File: src/rtl/dmem_arbiter.sv
// Two-port round-robin arbiter and one-shot sequencer in front of the single-ported DataMemory.
// Each access is issued for one cycle and answered with a registered response one cycle later.
module dmem_arbiter #(
  parameter int SIZE = 32
) (
  input  logic        CLK,
  input  logic        RST,
  input  logic        req0,
  input  logic        req1,
  input  logic        we0,
  input  logic        we1,
  input  logic        byte0,
  input  logic        byte1,
  input  logic [31:0] addr0,
  input  logic [31:0] addr1,
  input  logic [31:0] wdata0,
  input  logic [31:0] wdata1,
  output logic        gnt0,
  output logic        gnt1,
  output logic        rvalid0,
  output logic        rvalid1,
  output logic [31:0] rdata0,
  output logic [31:0] rdata1,
  output logic        err0,
  output logic        err1,
  output logic [31:0] mem_A,
  output logic [31:0] mem_WD,
  output logic        mem_ByteORword,
  output logic        mem_ByteORwordS,
  output logic        mem_MemWrite,
  output logic        mem_EN,
  input  logic [31:0] mem_RD
);

  typedef enum logic [1:0] {IDLE, ISSUE, RESP} state_t;

  state_t      state_q, state_d;
  logic        last;
  logic        cmd_we, cmd_byte, cmd_id, cmd_err;
  logic [31:0] cmd_addr, cmd_wdata;
  logic [31:0] rsp_data;

  logic        sel;
  logic        win_we, win_byte;
  logic [31:0] win_addr, win_wdata;

  // Misaligned words and anything past the end of the array never reach the memory.
  function automatic logic access_err(input logic is_byte, input logic [31:0] a);
    if (is_byte) return (a >= 32'(4 * SIZE));
    return (a[1:0] != 2'b00) || (a[31:2] >= 30'(SIZE));
  endfunction

  // On a tie the port that did not win last time goes first.
  assign sel       = (req0 && req1) ? ~last : req1;
  assign win_we    = sel ? we1    : we0;
  assign win_byte  = sel ? byte1  : byte0;
  assign win_addr  = sel ? addr1  : addr0;
  assign win_wdata = sel ? wdata1 : wdata0;

  always_ff @(posedge CLK or negedge RST) begin
    if (!RST) begin
      state_q   <= IDLE;
      last      <= 1'b1;
      cmd_we    <= 1'b0;
      cmd_byte  <= 1'b0;
      cmd_id    <= 1'b0;
      cmd_err   <= 1'b0;
      cmd_addr  <= '0;
      cmd_wdata <= '0;
      rsp_data  <= '0;
    end else begin
      state_q <= state_d;
      if (state_q == IDLE && (req0 || req1)) begin
        cmd_we    <= win_we;
        cmd_byte  <= win_byte;
        cmd_addr  <= win_addr;
        cmd_wdata <= win_wdata;
        cmd_id    <= sel;
        cmd_err   <= access_err(win_byte, win_addr);
        last      <= sel;
      end
      if (state_q == ISSUE)
        rsp_data <= (!cmd_err && !cmd_we) ? mem_RD : '0;
    end
  end

  always_comb begin
    state_d         = state_q;
    gnt0            = 1'b0;
    gnt1            = 1'b0;
    rvalid0         = 1'b0;
    rvalid1         = 1'b0;
    err0            = 1'b0;
    err1            = 1'b0;
    rdata0          = '0;
    rdata1          = '0;
    mem_A           = '0;
    mem_WD          = '0;
    mem_ByteORword  = 1'b0;
    mem_ByteORwordS = 1'b0;
    mem_MemWrite    = 1'b0;
    mem_EN          = 1'b0;
    case (state_q)
      IDLE: begin
        if (req0 || req1) state_d = ISSUE;
      end
      ISSUE: begin
        gnt0            = ~cmd_id;
        gnt1            = cmd_id;
        mem_A           = cmd_addr;
        mem_WD          = cmd_wdata;
        mem_ByteORword  = cmd_byte & ~cmd_we;
        mem_ByteORwordS = cmd_byte & cmd_we;
        mem_EN          = ~cmd_err;
        mem_MemWrite    = cmd_we & ~cmd_err;
        state_d         = RESP;
      end
      RESP: begin
        if (cmd_id) begin
          rvalid1 = 1'b1;
          err1    = cmd_err;
          rdata1  = rsp_data;
        end else begin
          rvalid0 = 1'b1;
          err0    = cmd_err;
          rdata0  = rsp_data;
        end
        state_d = IDLE;
      end
      default: state_d = IDLE;
    endcase
  end

endmodule

File: config.mk
export PLATFORM = sky130hd
export DESIGN_NAME = dmem_arbiter
export DESIGN_NICKNAME = d
export VERILOG_FILES = /design/src/rtl/dmem_arbiter.sv
export SDC_FILE = /design/constraint.sdc
export NUM_CORES = 1
export LEC_CHECK = 0
export ABC_CLOCK_PERIOD_IN_PS = 2500
export CELL_PAD_IN_SITES_DETAIL_PLACEMENT = 0
export CELL_PAD_IN_SITES_GLOBAL_PLACEMENT = 1
export CORE_MARGIN = 2
export CORE_UTILIZATION = 30
export DETAILED_ROUTE_END_ITERATION = 6
export PLACE_DENSITY_LB_ADDON = 0.1
export SKIP_CTS_REPAIR_TIMING = 1
export SLEW_MARGIN = 30
export SYNTH_ARGS = -nofsm -noshare
export SYNTH_HDL_FRONTEND = slang
export SYNTH_SLANG_ARGS = --single-unit
File: constraint.sdc
create_clock -name CLK -period 2.5 [get_ports CLK]
set_input_delay 0.5 -clock CLK [delete_from_list [all_inputs] [get_ports CLK]]
set_output_delay 0.5 -clock CLK [all_outputs]
set_load 0.02 [all_outputs]
==> metrics.cfg, run 1 <==
[floorplan]
die_w_um = 138.0
fp.dieArea_sq_um = 19040
initial_core_util_pct = 30.93
die-height_um = 138.0
io_pins = 306
core.rowCount = 48
coreArea_sq_um = 17420

[power]
p_leak_uw = 0.006264
ir_drop_uv = 395.7
power_density_nw_per_um2 = 784.1

[flow_run]
cap_violations = 0

[synth]
synth_seq_cells = 103
synthMuxAreaShare_pct = 12.26
synth_top_area_share_pct = 47.39
synth_xor_area_share_pct = 0
yosys.area.top_type = dfrtp_1
synthTopCellsByCount = and2_1 (133), dfrtp_1 (102), nand2_1 (70)
postSynthAreaPerCell_sq_um = 9.776
synth_cells = 551
yosys.cell_types.count = 28
synth_adder_area_share_pct = 0
synth_compound_area_share_pct = 12.01
yosysWarnings = 0
synth_flop_cell = dfrtp_1
synth_top_family_by_area = simple AND/OR/NAND/NOR gates
synthesis.area_sq_um = 5386
synthArstFlopShare_pct = 100.0
synth_edf_count = 0
yosys.area_share.simple_pct = 23.97
synthesis.nets = 719
synth_top_cells_by_area = dfrtp_1 (47%), and2_1 (15%), mux2i_1 (12%), o21ai_0 (6.1%), a22o_1 (5.2%)
yosysSeqAreaShare_pct = 47.87
post-synth-top-count-cell = and2_1

[timing]
relSlewSlack_pct = 67.58
rsz0062_at_grt = true
fin_ws_ns = -0.09886
hold_violations = 0
period_needed_ns = 2.599
worst_pin_slew_ns = 0.4863
finClkSkew_ns = 0.008372
fmax_mhz = 384.8
setup_viol = 1
slew_violations = 0
period_share_pct = 104.0

[worst_hold_path]
worstHoldPathType = in -> async

[clock_tree]
clkLatencyLatePin_ns = 0.34
cts_tree = built
cts_root_buf = clkbuf_16
clock-sinks = 103
htreeDepth = 3
cts.clk_slew.worst_paths_ns = 0.07
cts_buffer_depth = 2
cts-buffers-inserted = 9

[detailed_routing]
vias = 4972
drtIter0Drc = 130
ant_nets = 0
detailedRoute.firstPassIterationCount = 4
wl_per_cell_um = 17.15
avgViaCountPerCell = 4.647
wl_um = 18350
drc_errors = 0

[layout]
ff_latch_area_sq_um = 2580
stdcell_area_sq_um = 9376
final_nets = 1008
num-fill-cells = 1557
antennaDiodeCount = 0
drive_gt1_share_pct = 4.852
multiInputGateArea_sq_um = 2624
final_core_utilization_pct = 53.84
syn2layout_area_growth_pct = 74.08

[worst_setup_path]
cp_cell_sequence = nand2b_1 > buf_4 > nor2_1 > and2_1 > clkdlybuf4s50_1
crit_fanout = 35
critPathSlowestCell = clkdlybuf4s50_1
crit_required_ns = 2.00
crit_path_end_kind = output port
slowest_delay_ns = 0.60
cp_top_family = buffers and inverters
r2r_cells = 5
timing.rr.start = state_q[1]$_DFFE_PN0P_
start_kind = flop
critical_path_class = reg -> out
regToRegSetupSlack_ns = 0.69
worst-path-buf-inv = 2
r2r-end = rsp_data[8]$_DFFE_PN0P_
crit_arrival_ns = 2.10

[grt]
grt_antenna_before_repair = 0
grt_max_degree = 46
grt_pass1_vias = 4974
grt_overflow = 0
grt.total_usage_pct = 18.66
grt_pass1_wl_um = 27030

[placed_design]
routabilityCongestion = 0.8066
port_buffers = 305
placed_area_sq_um = 8698
dp_hpwl_um = 14320

[status]
status = finished, violations left
failed_checks = negative setup slack

-- worst max-delay path by stage --
stage                           startpoint  slack, ns      endpoint  cells past startpoint
floorplan           state_q[0]$_DFFE_PN0P_       0.54    rdata0[22]                      3
global placement    state_q[1]$_DFFE_PN0P_       0.27     mem_WD[9]                      5
detailed placement  state_q[1]$_DFFE_PN0P_       0.25     mem_WD[9]                      5
CTS                 state_q[1]$_DFFE_PN0P_      -0.14    mem_WD[31]                      5
global route        state_q[1]$_DFFE_PN0P_      -0.22  mem_MemWrite                      5
finish              state_q[1]$_DFFE_PN0P_       -0.1  mem_MemWrite                      5
-- sequential cells by signal, indices dropped and copies added, names as in the netlist --
| register | count |
|---|---|
| cmd_byte | 1 |
| last | 1 |
| cmd_we | 1 |
| rsp_data | 32 |
| cmd_err | 1 |
| cmd_wdata | 32 |
| cmd_addr | 32 |
| cmd_id | 1 |
| state_q | 2 |
-- through the flow --
step	TNS [ns]	hold slack, ns	instances	setup slack, ns	total power (uW)
after floorplan	0	0.2044	551	0.5413	4355
after global placement	0	0.4556	1054	0.2729	5870
after detailed placement	0	0.4629	1054	0.2459	5935
after CTS	-6.525	0.1147	1070	-0.1365	7523
after global routing	-0.2417	0.1373	1070	-0.2178	7901
final	-0.09886	0.1121	1070	-0.09886	7352
-- layout by cell type, fill, tap and decap left out, types with 2 or more instances in the layout --
cell	n
inv_2	2
nand2_1	69
clkbuf_16	9
clkdlybuf4s50_1	174
a21o_1	2
buf_12	4
clkinv_4	2
dfrtp_1	101
buf_4	9
bufinv_16	2
nand4_1	2
nor4_1	12
clkbuf_8	2
dlymetal6s2s_1	130
nor2_1	11
a22o_1	32
buf_6	3
and2_1	133
o21ai_0	66
mux2i_1	66
-- area by class of cell --
type | count | area share, %
Tap cell | 225 | 3.002
Multi-Input combinational cell | 404 | 27.98
Clock buffer | 12 | 2.736
Inverter | 2 | 0.08006
Timing Repair Buffer | 320 | 37.86
Sequential cell | 103 | 27.52
Clock inverter | 4 | 0.8273
-- power by group --
part           switching [uW]  internal [uW]  leakage (uW)
clock network             617            937      0.000163
registers                 324           2230       0.00131
logic                    1790           1450       0.00479
-- cells by family after synthesis --
| kind of cell | after synthesis |
|---|---|
| multiplexers | 66 |
| AO/OA/AOI/OAI | 102 |
| AND/OR/NAND/NOR | 236 |
| flip-flops | 103 |
| buffers and inverters | 44 |
-- per-layer routing --
metal	global-route usage (%)	routed length, um	vias up
met3	4.861	1497	27
met1	22.84	7425	2298
li1	-	-	2456
met2	31.88	9018	191
met5	0	0	-
met4	6.406	404	0
(Power assumes the default switching activity.)
==> run 2: changes to the inputs <==
CAP_MARGIN = 15   (was default)
==> results of run 2 <==
Final layout, timing and power as in run 1 (identical DEF).
==> run 3: changes to the inputs <==
PLACE_DENSITY_LB_ADDON = 0.12   (was 0.1)
RECOVER_POWER = 25   (was default)
==> metrics.cfg, run 3 (synthesis gave the netlist of run 1 again) <==
[status]
status = finished clean

[timing]
hold_violations = 0  ; unchanged
setup-tns-final_ns = 0  ; +0.09886 ns
fin_ws_ns = 0.1338  ; +0.2326 ns
worst_pin_slew_ns = 1.015  ; +0.5285 ns
finClkSkew_ns = 0.004801  ; -0.003571 ns
period_needed_ns = 2.366  ; -0.2326 ns
relSlewSlack_pct = 32.34  ; -35 points
slew_violations = 0  ; unchanged
setup_viol = 0  ; -1
rsz0062_at_grt = false
fmax_mhz = 422.6  ; +9.8%
period_share_pct = 94.65  ; -9.3 points

[power]
power_density_nw_per_um2 = 777.9  ; -0.78%
combinationalPowerShare_pct = 44.7  ; +0.6 points
clkPwrFrac_pct = 20.9  ; -0.2 points
ir_drop_uv = 456.8  ; +15%
p_leak_uw = 0.006359  ; +1.5%
intPower_uw = 4600  ; -0.41%
sequentialPowerShare_pct = 34.4  ; -0.4 points
p_sw_uw = 2701  ; -1.2%
power.share.switching_pct = 36.99  ; -0.19 points
power_uw = 7300  ; -0.70%

[clock_tree]
cts-buffers-inserted = 9  ; unchanged
cts_buffer_depth = 2  ; unchanged
htreeDepth = 3  ; unchanged
cts_tree = built
clkLatencyLatePin_ns = 0.34  ; about the same
cts.clk_slew.worst_paths_ns = 0.07  ; about the same
clock-sinks = 103  ; unchanged
cts_root_buf = clkbuf_16

[layout]
drive_gt1_share_pct = 4.615  ; -0.24 points
multiInputGateArea_sq_um = 2618  ; -0.24%
syn2layout_area_growth_pct = 74.22  ; about the same
most-common-layout-cells = clkdlybuf4s50_1 (168), dlymetal6s2s_1 (136), and2_1 (133)
num-fill-cells = 1575  ; +1.2%
instances_no_fill = 1070  ; unchanged
largestRegisters = cmd_addr (32), cmd_wdata (32), rsp_data (32)
ff_latch_area_sq_um = 2580  ; unchanged
final_nets = 1008  ; unchanged
antennaDiodeCount = 0  ; unchanged
final_common_cell = clkdlybuf4s50_1

[grt]
grt_overflow = 0  ; unchanged
grt_pass1_vias = 4923  ; -1.0%
grt_max_degree = 87  ; +89%
grt_pass1_wl_um = 26580  ; -1.7%
grt.total_usage_pct = 18.30  ; -0.36 points
grt_antenna_before_repair = 1  ; +1

[detailed_routing]
drc_errors = 0  ; unchanged
ant_nets = 0  ; unchanged
detailedRoute.firstPassIterationCount = 4  ; unchanged
avgViaCountPerCell = 4.679  ; +0.68%
drtIter0Drc = 167  ; +28%
vias = 5006  ; +0.68%
wl_per_cell_um = 16.65  ; -2.9%
wl_um = 17810  ; -2.9%

[flow_run]
cap_violations = 0  ; unchanged

[worst_setup_path]
crit_arrival_ns = 1.87  ; -0.23 ns
crit_required_ns = 2.00  ; about the same
start_kind = flop
timing.rr.start = state_q[1]$_DFFE_PN0P_
regToRegSetupSlack_ns = 0.76  ; +0.07 ns
crit_path_end = rvalid0
r2r_cells = 5  ; unchanged
critical_path_class = reg -> out
crit_fanout = 34  ; -2.9%
r2r-end = rsp_data[1]$_DFFE_PN0P_
critPathLaunch = cmd_id$_DFFE_PN0P_
crit_path_end_kind = output port

[floorplan]
io_pins = 306  ; unchanged
initial_core_util_pct = 30.93  ; unchanged
die_w_um = 138.0  ; unchanged
die-height_um = 138.0  ; unchanged
fp.dieArea_sq_um = 19040  ; unchanged
core.rowCount = 48  ; unchanged
coreArea_sq_um = 17420  ; unchanged

[placed_design]
port_buffers = 305  ; unchanged
dp_hpwl_um = 13760  ; -3.9%
pre_cts_ws_ns = 0.1870  ; -0.05893 ns
routabilityCongestion = 0.8554  ; +6.1%
dp.cells = 1054  ; unchanged

[worst_hold_path]
worstHoldPathType = in -> async

run 3: cell types whose count changed in the layout (fill, tap and decap cells not counted), moves of 2 or more:
cell,before,now
dlymetal6s2s_1,130,136
clkbuf_2,0,2
clkdlybuf4s50_1,174,168
clkbuf_1,1,3
buf_4,9,4
buf_12,4,6
run 3: stage by stage:
step	hold WS [ns]	cell area, sq um	utilization (%)
2_1_floorplan	0.2044	5386	-
3_3_place_gp	0.4551	8736	50.16
3_5_place_dp	0.4621	8736	50.16
4_1_cts	0.1455	9060	52.02
5_1_grt	0.3997	9384	53.88
6_report	0.3166	9384	53.88
run 3: how the worst min path moves through the flow:
stage                                    startpoint                         to  slack (ns)  depth (start not counted)
after floorplan                                 RST    cmd_addr[0]$_DFFE_PN0P_        0.20                          0
after global placement    cmd_wdata[21]$_DFFE_PN0P_  cmd_wdata[21]$_DFFE_PN0P_        0.46                          2
after detailed placement   cmd_addr[16]$_DFFE_PN0P_   cmd_addr[16]$_DFFE_PN0P_        0.46                          2
after CTS                                       RST   cmd_wdata[9]$_DFFE_PN0P_        0.15                          1
after global routing                            RST   cmd_wdata[9]$_DFFE_PN0P_        0.40                          1
final                                           RST   cmd_wdata[9]$_DFFE_PN0P_        0.32                          1
run 3: routing by layer:
layer	vias to the layer above	track usage [%]	part of all wire [%]
li1	2447	-	-
met1	2343	22.09	39
met2	191	31.46	50
met3	23	4.971	9.0
met4	2	6.293	1.9
met5	-	0	0.067
run 3: cell type report:
cell class,instances,share of cell area (%)
multi-input cells,404,27.89
well taps,225,3.000
clock buffers,11,2.587
repair buffers,320,38.08
clock inverters,5,0.8667
flip-flops and latches,103,27.49
inverters,2,0.08000
run 3: critical path, cell delays in order (launching register included):
cell and delay, ns:
dfrtp_2 0.45, nor3b_2 0.24, buf_12 0.20, clkdlybuf4s50_1 0.62
run 3: power by group through the flow:
stage                     Sequential (uW)  Clock, uW  Combinational [uW]
after floorplan                      2440          0                1910
after global placement               2520          0                3350
after detailed placement             2540          0                3400
after CTS                            2520       1580                3400
after global routing                 2590       1640                3620
final                                2510       1530                3260
